<file path="config.mk">
export PLATFORM = sky130hd
export DESIGN_NAME = muldiv_sequencer_flat
export DESIGN_NICKNAME = d
export VERILOG_FILES = /design/src/rtl/muldiv_sequencer_pkg.sv /design/src/rtl/muldiv_sequencer_if.sv /design/src/rtl/muldiv_sequencer_iter_datapath.sv /design/src/rtl/muldiv_sequencer.sv /design/src/flat_wrapper.sv
export SDC_FILE = /design/constraint.sdc
export NUM_CORES = 1
export LEC_CHECK = 0
export ABC_AREA = 1
export CAP_MARGIN = 10
export CORE_MARGIN = 2
export CORE_UTILIZATION = 27
export DETAILED_ROUTE_END_ITERATION = 7
export GPL_TIMING_DRIVEN = 0
export HOLD_SLACK_MARGIN = 0.06
export PLACE_DENSITY_LB_ADDON = 0.1
export SLEW_MARGIN = 5
export SYNTH_ARGS = -nofsm -noshare
export SYNTH_HDL_FRONTEND = slang
export SYNTH_SLANG_ARGS = --single-unit
</file>
<file path="constraint.sdc">
create_clock -name clk -period 3.3 [get_ports clk]
set_input_delay 0.33 -clock clk [delete_from_list [all_inputs] [get_ports clk]]
set_output_delay 0.33 -clock clk [all_outputs]
set_load 0.005 [all_outputs]
</file>
<file path="src/rtl/muldiv_sequencer_pkg.sv">
// rtl/muldiv_sequencer_pkg.sv - RV32M funct3 codes, FSM states and signedness helpers
package muldiv_sequencer_pkg;

    typedef enum logic [2:0] {
        OP_MUL    = 3'b000,
        OP_MULH   = 3'b001,
        OP_MULHSU = 3'b010,
        OP_MULHU  = 3'b011,
        OP_DIV    = 3'b100,
        OP_DIVU   = 3'b101,
        OP_REM    = 3'b110,
        OP_REMU   = 3'b111
    } muldiv_op_e;

    typedef enum logic [1:0] {
        MD_IDLE = 2'd0,
        MD_ITER = 2'd1,
        MD_FIX  = 2'd2,
        MD_DONE = 2'd3
    } md_state_e;

    function automatic logic src_a_signed(input logic [2:0] op);
        return !(op == OP_MULHU || op == OP_DIVU || op == OP_REMU);
    endfunction

    function automatic logic src_b_signed(input logic [2:0] op);
        return (op == OP_MUL || op == OP_MULH || op == OP_DIV || op == OP_REM);
    endfunction

endpackage

</file>
<file path="src/rtl/muldiv_sequencer_if.sv">
// rtl/muldiv_sequencer_if.sv - EX-stage request/response bundle for the mul/div unit
interface muldiv_sequencer_if #(parameter int XLEN = 32);
    logic            start;
    logic [2:0]      op;
    logic [XLEN-1:0] src_a;
    logic [XLEN-1:0] src_b;
    logic            kill;
    logic            stall;
    logic            busy;
    logic            result_valid;
    logic [XLEN-1:0] result;

    modport master (
        output start, op, src_a, src_b, kill,
        input  stall, busy, result_valid, result
    );

    modport slave (
        input  start, op, src_a, src_b, kill,
        output stall, busy, result_valid, result
    );
endinterface

</file>
<file path="src/rtl/muldiv_sequencer_iter_datapath.sv">
// rtl/muldiv_sequencer_iter_datapath.sv - radix-2 shift-add / restoring-divide step engine
module muldiv_sequencer_iter_datapath #(parameter int XLEN = 32) (
    input  logic              clk,
    input  logic              reset,
    input  logic              i_load,
    input  logic              i_step,
    input  logic              i_is_div,
    input  logic [XLEN-1:0]   i_opnd_a,
    input  logic [XLEN-1:0]   i_opnd_b,
    output logic [2*XLEN-1:0] o_product,
    output logic [XLEN-1:0]   o_quotient,
    output logic [XLEN-1:0]   o_remainder
);
    // r_acc low half holds the multiplier (multiply) or dividend/quotient (divide)
    logic [2*XLEN-1:0] r_acc;
    logic [XLEN-1:0]   r_rem;
    logic [XLEN-1:0]   r_opnd_b;

    logic [XLEN:0]     w_mul_sum;
    logic [XLEN:0]     w_div_shift;
    logic [XLEN:0]     w_div_diff;
    logic              w_div_ge;

    assign w_mul_sum   = {1'b0, r_acc[2*XLEN-1:XLEN]} + (r_acc[0] ? {1'b0, r_opnd_b} : '0);
    assign w_div_shift = {r_rem, r_acc[XLEN-1]};
    assign w_div_diff  = w_div_shift - {1'b0, r_opnd_b};
    assign w_div_ge    = !w_div_diff[XLEN];

    always_ff @(posedge clk) begin
        if (reset) begin
            r_acc    <= '0;
            r_rem    <= '0;
            r_opnd_b <= '0;
        end else if (i_load) begin
            r_acc    <= {{XLEN{1'b0}}, i_opnd_a};
            r_rem    <= '0;
            r_opnd_b <= i_opnd_b;
        end else if (i_step) begin
            if (i_is_div) begin
                r_acc[XLEN-1:0] <= {r_acc[XLEN-2:0], w_div_ge};
                r_rem           <= w_div_ge ? w_div_diff[XLEN-1:0] : w_div_shift[XLEN-1:0];
            end else begin
                r_acc <= {w_mul_sum, r_acc[XLEN-1:1]};
            end
        end
    end

    assign o_product   = r_acc;
    assign o_quotient  = r_acc[XLEN-1:0];
    assign o_remainder = r_rem;
endmodule

</file>
<file path="src/rtl/muldiv_sequencer.sv">
// rtl/muldiv_sequencer.sv - iterative RV32M multiply/divide unit with pipeline stall FSM
module muldiv_sequencer
    import muldiv_sequencer_pkg::*;
#(parameter int XLEN = 32) (
    input  logic             clk,
    input  logic             reset,
    muldiv_sequencer_if.slave bus
);
    localparam int              CNT_W   = $clog2(XLEN);
    localparam logic [XLEN-1:0] INT_MIN = {1'b1, {(XLEN-1){1'b0}}};

    md_state_e         r_state, w_next_state;
    logic [2:0]        r_op;
    logic              r_sign_a, r_sign_b;
    logic [CNT_W-1:0]  r_count;
    logic [XLEN-1:0]   r_result;
    logic              r_busy, r_result_valid;

    logic              w_sign_a, w_sign_b, w_accept, w_special, w_load, w_step, w_last;
    logic [XLEN-1:0]   w_mag_a, w_mag_b, w_special_result, w_fix_result;
    logic [XLEN-1:0]   w_quotient, w_remainder, w_quot_fix, w_rem_fix;
    logic [2*XLEN-1:0] w_product, w_prod_fix;

    assign w_sign_a = src_a_signed(bus.op) & bus.src_a[XLEN-1];
    assign w_sign_b = src_b_signed(bus.op) & bus.src_b[XLEN-1];
    assign w_mag_a  = w_sign_a ? (~bus.src_a + 1'b1) : bus.src_a;
    assign w_mag_b  = w_sign_b ? (~bus.src_b + 1'b1) : bus.src_b;

    // op[1] separates REM* from DIV*, op[0] clear marks the signed variants
    always_comb begin
        w_special        = 1'b0;
        w_special_result = '0;
        if (bus.op[2]) begin
            if (bus.src_b == '0) begin
                w_special        = 1'b1;
                w_special_result = bus.op[1] ? bus.src_a : '1;
            end else if (!bus.op[0] && bus.src_a == INT_MIN && bus.src_b == '1) begin
                w_special        = 1'b1;
                w_special_result = bus.op[1] ? '0 : INT_MIN;
            end
        end
    end

    assign w_accept = (r_state == MD_IDLE) && bus.start && !bus.kill;
    assign w_load   = w_accept && !w_special;
    assign w_step   = (r_state == MD_ITER) && !bus.kill;
    assign w_last   = (r_count == CNT_W'(XLEN-1));

    always_comb begin
        w_next_state = r_state;
        case (r_state)
            MD_IDLE: if (w_accept) w_next_state = w_special ? MD_DONE : MD_ITER;
            MD_ITER: if (w_last)   w_next_state = MD_FIX;
            MD_FIX:                w_next_state = MD_DONE;
            MD_DONE:               w_next_state = MD_IDLE;
            default:               w_next_state = MD_IDLE;
        endcase
        if (bus.kill) w_next_state = MD_IDLE;
    end

    muldiv_sequencer_iter_datapath #(.XLEN(XLEN)) u_datapath (
        .clk        (clk),
        .reset      (reset),
        .i_load     (w_load),
        .i_step     (w_step),
        .i_is_div   (r_op[2]),
        .i_opnd_a   (w_mag_a),
        .i_opnd_b   (w_mag_b),
        .o_product  (w_product),
        .o_quotient (w_quotient),
        .o_remainder(w_remainder)
    );

    assign w_prod_fix = (r_sign_a ^ r_sign_b) ? (~w_product + 1'b1) : w_product;
    assign w_quot_fix = (r_sign_a ^ r_sign_b) ? (~w_quotient + 1'b1) : w_quotient;
    assign w_rem_fix  = r_sign_a ? (~w_remainder + 1'b1) : w_remainder;

    always_comb begin
        w_fix_result = '0;
        if (r_op[2])
            w_fix_result = r_op[1] ? w_rem_fix : w_quot_fix;
        else if (r_op[1:0] == 2'b00)
            w_fix_result = w_prod_fix[XLEN-1:0];
        else
            w_fix_result = w_prod_fix[2*XLEN-1:XLEN];
    end

    always_ff @(posedge clk) begin
        if (reset) begin
            r_state        <= MD_IDLE;
            r_op           <= '0;
            r_sign_a       <= 1'b0;
            r_sign_b       <= 1'b0;
            r_count        <= '0;
            r_result       <= '0;
            r_busy         <= 1'b0;
            r_result_valid <= 1'b0;
        end else begin
            r_state        <= w_next_state;
            r_busy         <= (w_next_state == MD_ITER) || (w_next_state == MD_FIX);
            r_result_valid <= (w_next_state == MD_DONE);
            if (w_accept) begin
                r_op     <= bus.op;
                r_sign_a <= w_sign_a;
                r_sign_b <= w_sign_b;
                r_count  <= '0;
            end else if (w_step) begin
                r_count  <= r_count + 1'b1;
            end
            if (w_accept && w_special)
                r_result <= w_special_result;
            else if (r_state == MD_FIX && !bus.kill)
                r_result <= w_fix_result;
        end
    end

    assign bus.stall        = !reset && ((r_state == MD_IDLE && bus.start && !bus.kill) ||
                                         r_state == MD_ITER || r_state == MD_FIX);
    assign bus.busy         = r_busy;
    assign bus.result_valid = r_result_valid;
    assign bus.result       = r_result;
endmodule

</file>
<file path="src/flat_wrapper.sv">
// flat-port wrapper written by rule: the top's interface ports become plain ports
module muldiv_sequencer_flat import muldiv_sequencer_pkg::*;
#(parameter int XLEN = 32)
  (clk, reset, bus_start, bus_op, bus_src_a, bus_src_b, bus_kill, bus_stall, bus_busy, bus_result_valid, bus_result);
  muldiv_sequencer_if #(.XLEN(XLEN)) bus_i ();
  input  logic clk;
  input  logic reset;
  input wire logic [$bits(bus_i.start)-1:0] bus_start;
  input wire logic [$bits(bus_i.op)-1:0] bus_op;
  input wire logic [$bits(bus_i.src_a)-1:0] bus_src_a;
  input wire logic [$bits(bus_i.src_b)-1:0] bus_src_b;
  input wire logic [$bits(bus_i.kill)-1:0] bus_kill;
  output wire logic [$bits(bus_i.stall)-1:0] bus_stall;
  output wire logic [$bits(bus_i.busy)-1:0] bus_busy;
  output wire logic [$bits(bus_i.result_valid)-1:0] bus_result_valid;
  output wire logic [$bits(bus_i.result)-1:0] bus_result;
  assign bus_i.start = bus_start;
  assign bus_i.op = bus_op;
  assign bus_i.src_a = bus_src_a;
  assign bus_i.src_b = bus_src_b;
  assign bus_i.kill = bus_kill;
  assign bus_stall = bus_i.stall;
  assign bus_busy = bus_i.busy;
  assign bus_result_valid = bus_i.result_valid;
  assign bus_result = bus_i.result;
  muldiv_sequencer #(.XLEN(XLEN)) u_core (.clk(clk), .reset(reset), .bus(bus_i));
endmodule
</file>
Word level (Yosys, flattened, before mapping)

Index checks and enable logic that the tools add are counted.

Add/sub/neg operators: 8
Bitwise logic cells: 9
Equality and inequality tests: 15
Multiplexer cells: 28
Reductions and logical operators: 33

Operators with widths:

| cell                                                                   | number |
|---|---|
| 32-bit 2-to-1 mux                                                      | 19 |
| 32-bit by 1-bit adder with 32-bit output (second input constant)       | 4 |
| 32-bit inverter                                                        | 4 |
| 64-bit by 1-bit adder with 64-bit output (second input constant)       | 1 |
| 32-bit equality test (second input constant)                           | 2 |
| 64-bit 2-to-1 mux                                                      | 1 |
| 64-bit inverter                                                        | 1 |
| 32-bit by 32-bit adder with 33-bit output                              | 1 |
| 33-bit by 32-bit subtractor with 33-bit output                         | 1 |
| 32-bit zero test                                                       | 1 |
| 3-bit equality test (second input constant)                            | 4 |
| 1-bit logical AND                                                      | 9 |
| 2-bit equality test (second input constant)                            | 4 |
| 1-bit logical OR                                                       | 8 |
| 2-bit 2-to-1 mux                                                       | 4 |
| 2-bit one-hot mux with 4 select lines                                  | 1 |
| 1-bit zero test                                                        | 6 |
| 5-bit by 1-bit adder with 5-bit output (second input constant)         | 1 |
| 5-bit equality test (second input constant)                            | 1 |
| 2-bit by 1-bit equality test with 1-bit output (second input constant) | 2 |
| 2-bit zero test                                                        | 2 |
| 2-bit AND reduction                                                    | 2 |
| 2-bit nonzero test                                                     | 2 |
| 2-bit OR reduction                                                     | 2 |
| other kinds (7)                                                        | 10 |

Register bits: 174
Input bits: 71
Output and inout bits: 35
Word-level logic and storage cells: 105

Logic depth before layout (Yosys ltp)

Gate-level depths: netlist of the first run.

Depth in word-level cells: 12
Mapped depth: 19
Depth with buffers taken out: 18

By module

From an unflattened synthesis of the first run, not the netlist that was laid out.

Cells, all modules: 3,620
Area, all modules: 19,952.9 um2

Modules (own cells, without submodules):

| module                         | sequential area each (um2) | instances | cells each | area an instance (um2) |
|---|---|---|---|---|
| muldiv_sequencer_iter_datapath | 2,562.5                    | 1         | 1,814      | 10,891.7 |
| muldiv_sequencer               | 920.9                      | 1         | 1,806      | 9,061.2 |

Worst setup path before layout of the first run

Ideal clock, no wire load.

Path kind: flip-flop to flip-flop
Start: reg u_core.u_datapath.r_acc[0], in the netlist u_core.u_datapath.o_product[0]
End: reg u_core.u_datapath.r_acc[55], in the netlist u_core.u_datapath.o_product[55]
Library setup time: 115 ps
Buffers on the path: 2
Arrival time: 2,317 ps
Clock period less this slack: 2,432 ps
Stages on the path, launching flop included: 20
Data required time: 3,185 ps
Setup slack: 868 ps
Cells stage by stage: dfxtp_1 buf_6 clkbuf_1 nand2_1 inv_1 ha_1 fa_1 nand3_1 nand2_1 nand2_1 nand2_1 nand2_1 nand3_1 a21o_1 nand2_1 nand2_1 nand2_1 nand2_1 nor2_1 nor2_1

Word-level cells in the longest chain between the ends: 2

RTL lines:

| item                                      | line                                 | source |
|---|---|---|
| from (decl)                               | muldiv_sequencer_iter_datapath.sv:15 | `logic [2*XLEN-1:0] r_acc;` |
| from (signal assigned)                    | muldiv_sequencer_iter_datapath.sv:35 | `r_acc <= {{XLEN{1'b0}}, i_opnd_a};` |
| from (signal, indexed assignment)         | muldiv_sequencer_iter_datapath.sv:40 | `r_acc[XLEN-1:0] <= {r_acc[XLEN-2:0], w_div_ge};` |
| from (signal assigned)                    | muldiv_sequencer_iter_datapath.sv:43 | `r_acc <= {w_mul_sum, r_acc[XLEN-1:1]};` |
| 32-bit 2-to-1 mux                         | muldiv_sequencer_iter_datapath.sv:24 | `assign w_mul_sum = {1'b0, r_acc[2*XLEN-1:XLEN]} + (r_acc[0] ? {1'b0, r_opnd_b} : '0);` |
| 32-bit by 32-bit adder with 33-bit output | muldiv_sequencer_iter_datapath.sv:24 |  |

No other way between the ends.
A chain may end at the register's enable or synchronous reset.

Worst setup path after layout of the first run

Start: in bus_src_a[24]
End: reg u_core.u_datapath.r_opnd_b[31]

Word-level cells in the longest chain between the ends: 8

RTL lines:

| item                           | line                                 | source |
|---|---|---|
| from (decl)                    | flat_wrapper.sv:10                   | `input wire logic [$bits(bus_i.src_a)-1:0] bus_src_a;` |
| 32-bit equality test           | muldiv_sequencer.sv:37               | `end else if (!bus.op[0] && bus.src_a == INT_MIN && bus.src_b == '1) begin` |
| 1-bit logical AND (2 in a row) | muldiv_sequencer.sv:37               |  |
| 1-bit 2-to-1 mux               | muldiv_sequencer.sv:37               |  |
| 1-bit 2-to-1 mux               | muldiv_sequencer.sv:34               | `if (bus.src_b == '0) begin` |
| 1-bit 2-to-1 mux               | muldiv_sequencer.sv:33               | `if (bus.op[2]) begin` |
| 1-bit zero test                | muldiv_sequencer.sv:45               | `assign w_load = w_accept && !w_special;` |
| 1-bit logical AND              | muldiv_sequencer.sv:45               |  |
| to (signal assigned)           | muldiv_sequencer_iter_datapath.sv:37 | `r_opnd_b <= i_opnd_b;` |
| to (decl)                      | muldiv_sequencer_iter_datapath.sv:17 | `logic [XLEN-1:0] r_opnd_b;` |

No other way between the ends.

==> qor.yml, run 1 <==
worst_slack_ps: 145
grt_max_degree: 19
tns_ps: 0
nNetsFinal: 3349
ys_seq_elements: 174
core.rowCount: 93
io_buffers: 101
cp.arrival_ps: 3530
insertion_delay_ps: 500
crit_type: "input pin to flip-flop"
clk_pin_slew_ps: 80
ios: 106
cp-end-kind: "flip-flop"
fmax_mhz: 317
gp_congestion: 0.958
worst_slew_pin_slew_ps: 914
whs_ps: 255
synth_area_per_cell_um2: 5.71
p_leak_nw: 9.58
crit_required_ps: 3670
grt_setup_unrepaired: "no"
fill_cells: 7449
final_cell_mix: "nand2_1 (788), nor2_1 (374), inv_1 (326)"
antenna_found_initial: 2
cp-start-kind: "input pin"
synth_nets: 3228
seq_area_frac_synth_pct: 19.8
grt_overflow: 0
hold_buffers: 0
clock_sinks: 174
rrSetupSlack_ps: 220
detail_route.wl_per_cell_um: 22.7
grt_pass1_wl_um: 134000
maxSlewViolCount: 0
maxCapViolCount: 0
dieHeight_um: 259
root_buffer: "clkbuf_16"
multi_input_area_um2: 12300
grt_pass1_vias: 20500
p_per_area_nw_per_um2: 344
maxSlewHeadroom_pct: 39.0
p_total_mw: 6.99
vias: 21300
critPathMaxFanout: 10
dr.pass1.iters: 5
tritoncts: "yes"
area_delta_synth_final_pct: 15.3
hpwl_um: 77900
placed_cells: 4039
yosysUniqueCellTypes: 51
status: "completed"
cts_max_level: 4
vdd_ir_drop_max_mv: 0.378
drive_gt1_share_pct: 4.94
final.period_utilization_pct: 95.6
pre_cts_slack_ps: -389
drt_first_iter_violations: 1864
area.sequential_um2: 3480
start_util_pct: 27.3
wl_um: 92400
ant_nets: 0
syn_area_um2: 17600
placed_area_um2: 19700
core_um2: 64500
dieArea_um2: 67300
ys_warn_count: 0
drc: 0
period_needed_ps: 3150
viasPerCell: 5.23
clockBufferDepth: 2
grtUsageTotal_pct: 27.1
hold_violations: 0
die_x_um: 259
fin_cells: 4073
final_core_util_pct: 31.5
synthCells: 3083
numCtsBuffers: 17
fin_skew_ps: 15.3
min_path_type: "input pin to flip-flop"
final_common_cell: "nand2_1"
design_area_um2: 20300
setup-violations-final: 0
==> per-layer routing <==
layer	vias up	GRT usage (%)	part of all wire (%)
met5	-	0	0
met4	0	11.2	3.9
met3	139	4.58	5.8
met2	691	43.7	45
met1	10100	35.6	45
li1	10400	-	-
==> layout make-up <==
cell class                      instances  area share (%)
Buffer                                116            2.77
Tap cell                              855            5.27
Timing Repair Buffer                  102            5.01
Clock inverter                         14           0.690
Sequential cell                       174            17.2
Multi-Input combinational cell       2446            60.6
Antenna cell                            1          0.0123
Inverter                              347            6.43
Clock buffer                           18            2.11
==> cell usage after synthesis (all sizes together) <==
| master | number | area (µm²) |
|---|---|---|
| nor2 | 387 | 1500 |
| nor4 | 7 | 43.8 |
| a31oi | 6 | 37.5 |
| o31ai | 5 | 37.5 |
| buf | 53 | 323 |
| a21o | 8 | 60.1 |
| a21oi | 309 | 1560 |
| nand3 | 311 | 1600 |
| clkbuf | 63 | 236 |
| or2 | 14 | 87.6 |
| o21bai | 3 | 22.5 |
| ha | 72 | 901 |
| and2 | 4 | 25.0 |
| clkinv | 1 | 3.75 |
| nand2 | 802 | 3070 |
| and3 | 1 | 6.26 |
| dfxtp | 174 | 3480 |
| a211oi | 9 | 92.6 |
| o22ai | 21 | 131 |
| a22oi | 1 | 7.51 |
| inv | 346 | 1300 |
| a221oi | 12 | 105 |
| o21ai | 240 | 1210 |
| xor2 | 84 | 736 |
| o21a | 3 | 22.5 |
| o311ai | 2 | 17.5 |
| nor3 | 46 | 252 |
| o211ai | 9 | 67.6 |
| o211a | 1 | 10.0 |
| fa | 2 | 40.0 |
| nand4 | 48 | 307 |
| nand3b | 10 | 75.1 |
| xnor2 | 29 | 254 |
==> power breakdown <==
group | switching, mW | internal, mW | leakage, nW
clock network | 1.08 | 1.01 | 0.280
logic | 1.83 | 0.729 | 7.88
registers | 0.160 | 2.18 | 1.42
total | 3.07 | 3.92 | 9.58
==> worst max-delay path: stages <==
cell and delay, ps:
clkdlybuf4s50_1 480, nor2_1 220, nand3_1 360, inv_1 400, nand3_1 110, nor3_1 390, nand2_1 120, o21ai_2 140
a21oi_2 150, buf_2 230, buf_2 240, nand3_1 220, o21ai_0 120
==> flip-flops by register name, indices dropped and copies added (netlist names) <==
signal,cells
u_core.r_sign_b,1
u_core.r_sign_a,1
u_core.bus.busy,1
u_core.u_datapath.o_remainder,32
u_core.r_count,5
u_core.u_datapath.o_product,64
u_core.bus.result,32
u_core.r_op,3
u_core.bus.result_valid,1
u_core.r_state,2
u_core.u_datapath.r_opnd_b,32
==> what timing repair did <==
item | 4_1_cts | 5_1_grt
hold endpoints to repair | 0 | 0
endpoints found under the setup margin | 29 | 31
resized for setup | 3 | 8
buffers inserted | 1 | 0
==> cell families after synthesis <==
| kind of cell | Yosys count | synth area share [%] |
|---|---|---|
| AO/OA/AOI/OAI | 629 | 19.2 |
| XOR/XNOR | 113 | 5.62 |
| adder cells (fa/ha/maj) | 74 | 5.34 |
| buffers and inverters | 463 | 10.6 |
| flip-flops | 174 | 19.8 |
| AND/OR/NAND/NOR | 1630 | 39.5 |
==> worst paths after layout <==
kind | to | cells after the start | start
worst max register to register | u_core.u_datapath.o_remainder[5]$_SDFFE_PP0P_ | 17 | u_core.u_datapath.o_product[31]$_SDFFE_PP0P_
worst max-delay path | u_core.u_datapath.r_opnd_b[31]$_SDFFE_PP0P_ | 13 | bus_src_a[24]
worst min-delay path | u_core.u_datapath.r_opnd_b[9]$_SDFFE_PP0P_ | 3 | bus_src_b[9]
worst min register to register | u_core.r_count[3]$_SDFFE_PP0P_ | 2 | u_core.r_count[3]$_SDFFE_PP0P_
(Power assumes the default switching activity.)
==> run 2: changes to the inputs <==
--- a/config.mk
+++ b/config.mk
@@ -9,9 +9,11 @@
 export CAP_MARGIN = 10
 export CORE_MARGIN = 2
 export CORE_UTILIZATION = 27
+export CTS_CLUSTER_DIAMETER = 50
 export DETAILED_ROUTE_END_ITERATION = 7
 export GPL_TIMING_DRIVEN = 0
 export HOLD_SLACK_MARGIN = 0.06
+export MAX_ROUTING_LAYER = met4
 export PLACE_DENSITY_LB_ADDON = 0.1
 export SLEW_MARGIN = 5
 export SYNTH_ARGS = -nofsm -noshare
==> run 2 against run 1 <==
Critical path depth is 1 lower. Largest power group unchanged. Clock skew is 8.2 ps higher. Clock power is 3% higher. Critical path type unchanged. Sequential power hardly changed. Fmax is 0.65% higher. Worst hold slack better by 15 ps.
==> qor.yml, run 2 (same netlist as run 1, synthesis figures left out) <==
status: "completed"  # unchanged
endpoint: "u_core.bus.result[21]$_SDFFE_PP0P_"  # was u_core.u_datapath.r_opnd_b[31]$_SDFFE_PP0P_
critPathMaxFanout: 10  # unchanged
grt-busiest-layer: "met2"  # unchanged
gr-usage-met2_pct: 45.1  # was 43.7%
final.period_utilization_pct: 95.0  # was 95.6%
vias: 21400  # was 21300
grt_overflow: 0  # unchanged
use_met1_pct: 36.9  # was 35.6%
grt_pass1_wl_um: 135000  # was 134000 µm
core_um2: 64500  # unchanged
maxCapViolCount: 0  # unchanged
tritoncts: "yes"  # unchanged
largest_reg_flops: 64  # unchanged
gp_congestion: 0.968  # was 0.958
cp.depth: 12  # was 13
rrSetupSlack_ps: 210  # was 220 ps
crit_buf_inv: 3  # was 4
numCtsBuffers: 17  # unchanged
grtUsageTotal_pct: 28.0  # was 27.1%
final_cell_mix: "nand2_1 (788), nor2_1 (374), inv_1 (326)"  # unchanged
detail_route.wl_per_cell_um: 22.8  # was 22.7 µm
grt_setup_unrepaired: "no"  # unchanged
clock_sinks: 174  # unchanged
viasPerCell: 5.26  # was 5.23
root_buffer: "clkbuf_16"  # unchanged
cp.arrival_ps: 3510  # was 3530 ps
fmax_mhz: 319  # was 317 MHz
period_needed_ps: 3130  # was 3150 ps
grt_use_met3_pct: 3.07  # was 4.58%
clk_pin_slew_ps: 80  # about the same
p_leak_nw: 9.57  # was 9.58 nW
whs_ps: 271  # was 255 ps
crit_type: "input pin to flip-flop"  # unchanged
vdd_ir_drop_max_mv: 0.449  # was 0.378 mV
cp_top_family: "simple AND/OR/NAND/NOR gates"  # unchanged
cp_cell_sequence: "clkdlybuf4s50_1 -> nor2_1 -> nand3_1 -> inv_1 -> nand4_1 -> nor3_1 -> nand2_1 -> nand2_1 -> nand2_1 -> clkbuf_1 -> nand3_1 -> a21oi_1"  # was clkdlybuf4s50_1 -> nor2_1 -> nand3_1 -> inv_1 -> nand3_1 -> nor3_1 -> nand2_1 -> o21ai_2 -> a21oi_2 -> buf_2 -> buf_2 -> nand3_1 -> o21ai_0
ios: 106  # unchanged
crit_required_ps: 3670  # about the same
start_util_pct: 27.3  # unchanged
worst_slew_pin_slew_ps: 919  # was 914 ps
r2r-start: "u_core.u_datapath.o_product[31]$_SDFFE_PP0P_"  # unchanged
critPathMaxStageDelay_ps: 480  # about the same
grt_max_degree: 20  # was 19
tns_ps: 0  # unchanged
cp-start-kind: "input pin"  # unchanged
nNetsFinal: 3349  # unchanged
design_area_um2: 20300  # unchanged
clockBufferDepth: 2  # unchanged
fill_cells: 7406  # was 7449
drc: 0  # unchanged
drt_first_iter_violations: 2140  # was 1864
final_core_util_pct: 31.5  # unchanged
setup-violations-final: 0  # unchanged
insertion_delay_ps: 500  # about the same
placed_area_um2: 19700  # unchanged
drive_gt1_share_pct: 4.94  # unchanged
wl_um: 93100  # was 92400 µm
maxSlewHeadroom_pct: 38.7  # was 39.0%
area_delta_synth_final_pct: 15.3  # unchanged
dr.pass1.iters: 5  # unchanged
area.sequential_um2: 3480  # unchanged
crit_top_cell: "nand2_1"  # was nand3_1
fin_skew_ps: 23.5  # was 15.3 ps
cp-end-kind: "flip-flop"  # unchanged
cts_max_level: 4  # unchanged
regToRegEndpoint: "u_core.u_datapath.o_remainder[4]$_SDFFE_PP0P_"  # was u_core.u_datapath.o_remainder[5]$_SDFFE_PP0P_
dieArea_um2: 67300  # unchanged
min_path_type: "input pin to flip-flop"  # unchanged
final_common_cell: "nand2_1"  # unchanged
grt_pass1_vias: 20300  # was 20500
die_x_um: 259  # unchanged
hpwl_um: 78800  # was 77900 µm
antenna_found_initial: 0  # was 2
critical_path.slowest_cell: "clkdlybuf4s50_1"  # unchanged
hold_violations: 0  # unchanged
dieHeight_um: 259  # unchanged
maxSlewViolCount: 0  # unchanged
io_buffers: 101  # unchanged
reg2regPathDepth: 16  # was 17
multi_input_area_um2: 12300  # about the same
crit_start: "bus_src_a[25]"  # was bus_src_a[24]
p_per_area_nw_per_um2: 347  # was 344 nW/µm²
core.rowCount: 93  # unchanged
ant_nets: 0  # unchanged
==> run 2: worst min path at each step <==
stage,cells after the start,start,to
finish,3,bus_src_b[9],u_core.u_datapath.r_opnd_b[9]$_SDFFE_PP0P_
global route,3,bus_src_b[9],u_core.u_datapath.r_opnd_b[9]$_SDFFE_PP0P_
CTS,3,bus_src_b[9],u_core.u_datapath.r_opnd_b[9]$_SDFFE_PP0P_
detailed placement,2,u_core.r_count[4]$_SDFFE_PP0P_,u_core.r_count[4]$_SDFFE_PP0P_
global placement,2,u_core.r_count[4]$_SDFFE_PP0P_,u_core.r_count[4]$_SDFFE_PP0P_
floorplan,1,bus_kill,u_core.r_state[1]$_SDFF_PP0_
==> run 2: final cells by class <==
class | count | share of cell area (%)
diodes | 2 | 0.0246
plain buffers | 116 | 2.75
clock buffers | 17 | 2.09
clock inverters | 15 | 0.838
inverters | 347 | 6.43
multi-input cells | 2446 | 60.4
flip-flops and latches | 174 | 17.2
well taps | 855 | 5.27
repair buffers | 102 | 5.01
==> run 2: worst register-to-register path, cell delays in order (launching register included) <==
cell        delay (ps)
dfxtp_2            390
clkinvlp_4         170
ha_2               270
fa_1               430
inv_1              100
nand2_1             80
o21ai_2            180
nand2_1            100
nand2_2            130
nand2_1             80
nand3_2            100
nand2_2             90
nand3_2            210
buf_2              280
nand3_1            160
nand3_1            120
a21oi_1             70
==> run 2: report_power, final <==
group,switching (mW),total (mW),internal [mW]
Clock,1.13,2.15,1.02
Combinational,1.82,2.55,0.728
Sequential,0.164,2.35,2.18
==> run 2: through the flow <==
| stage | std cells | setup WS [ps] | total power [mW] |
|---|---|---|---|
| floorplan | 3083 | 868 | 3.80 |
| global placement | 4039 | -377 | 4.87 |
| detailed placement | 4039 | -413 | 4.85 |
| CTS | 4072 | 33.9 | 7.01 |
| global route | 4072 | 3.10 | 7.36 |
| finish | 4074 | 166 | 7.04 |
==> run 2: repair_timing <==
| action | in CTS | in global routing |
|---|---|---|
| gates resized for setup | 2 | 4 |
| setup buffers | 1 | 0 |
| endpoints found under the setup margin | 14 | 33 |
| pin swaps | 0 | 0 |
| hold buffers | 0 | 0 |
==> run 2: routing by layer <==
metal / up-vias / part of all wire (%)
met1: 10200 / 46
met3: 97 / 5.3
met5: - / 0
li1: 10400 / -
met2: 722 / 46
met4: 0 / 2.7
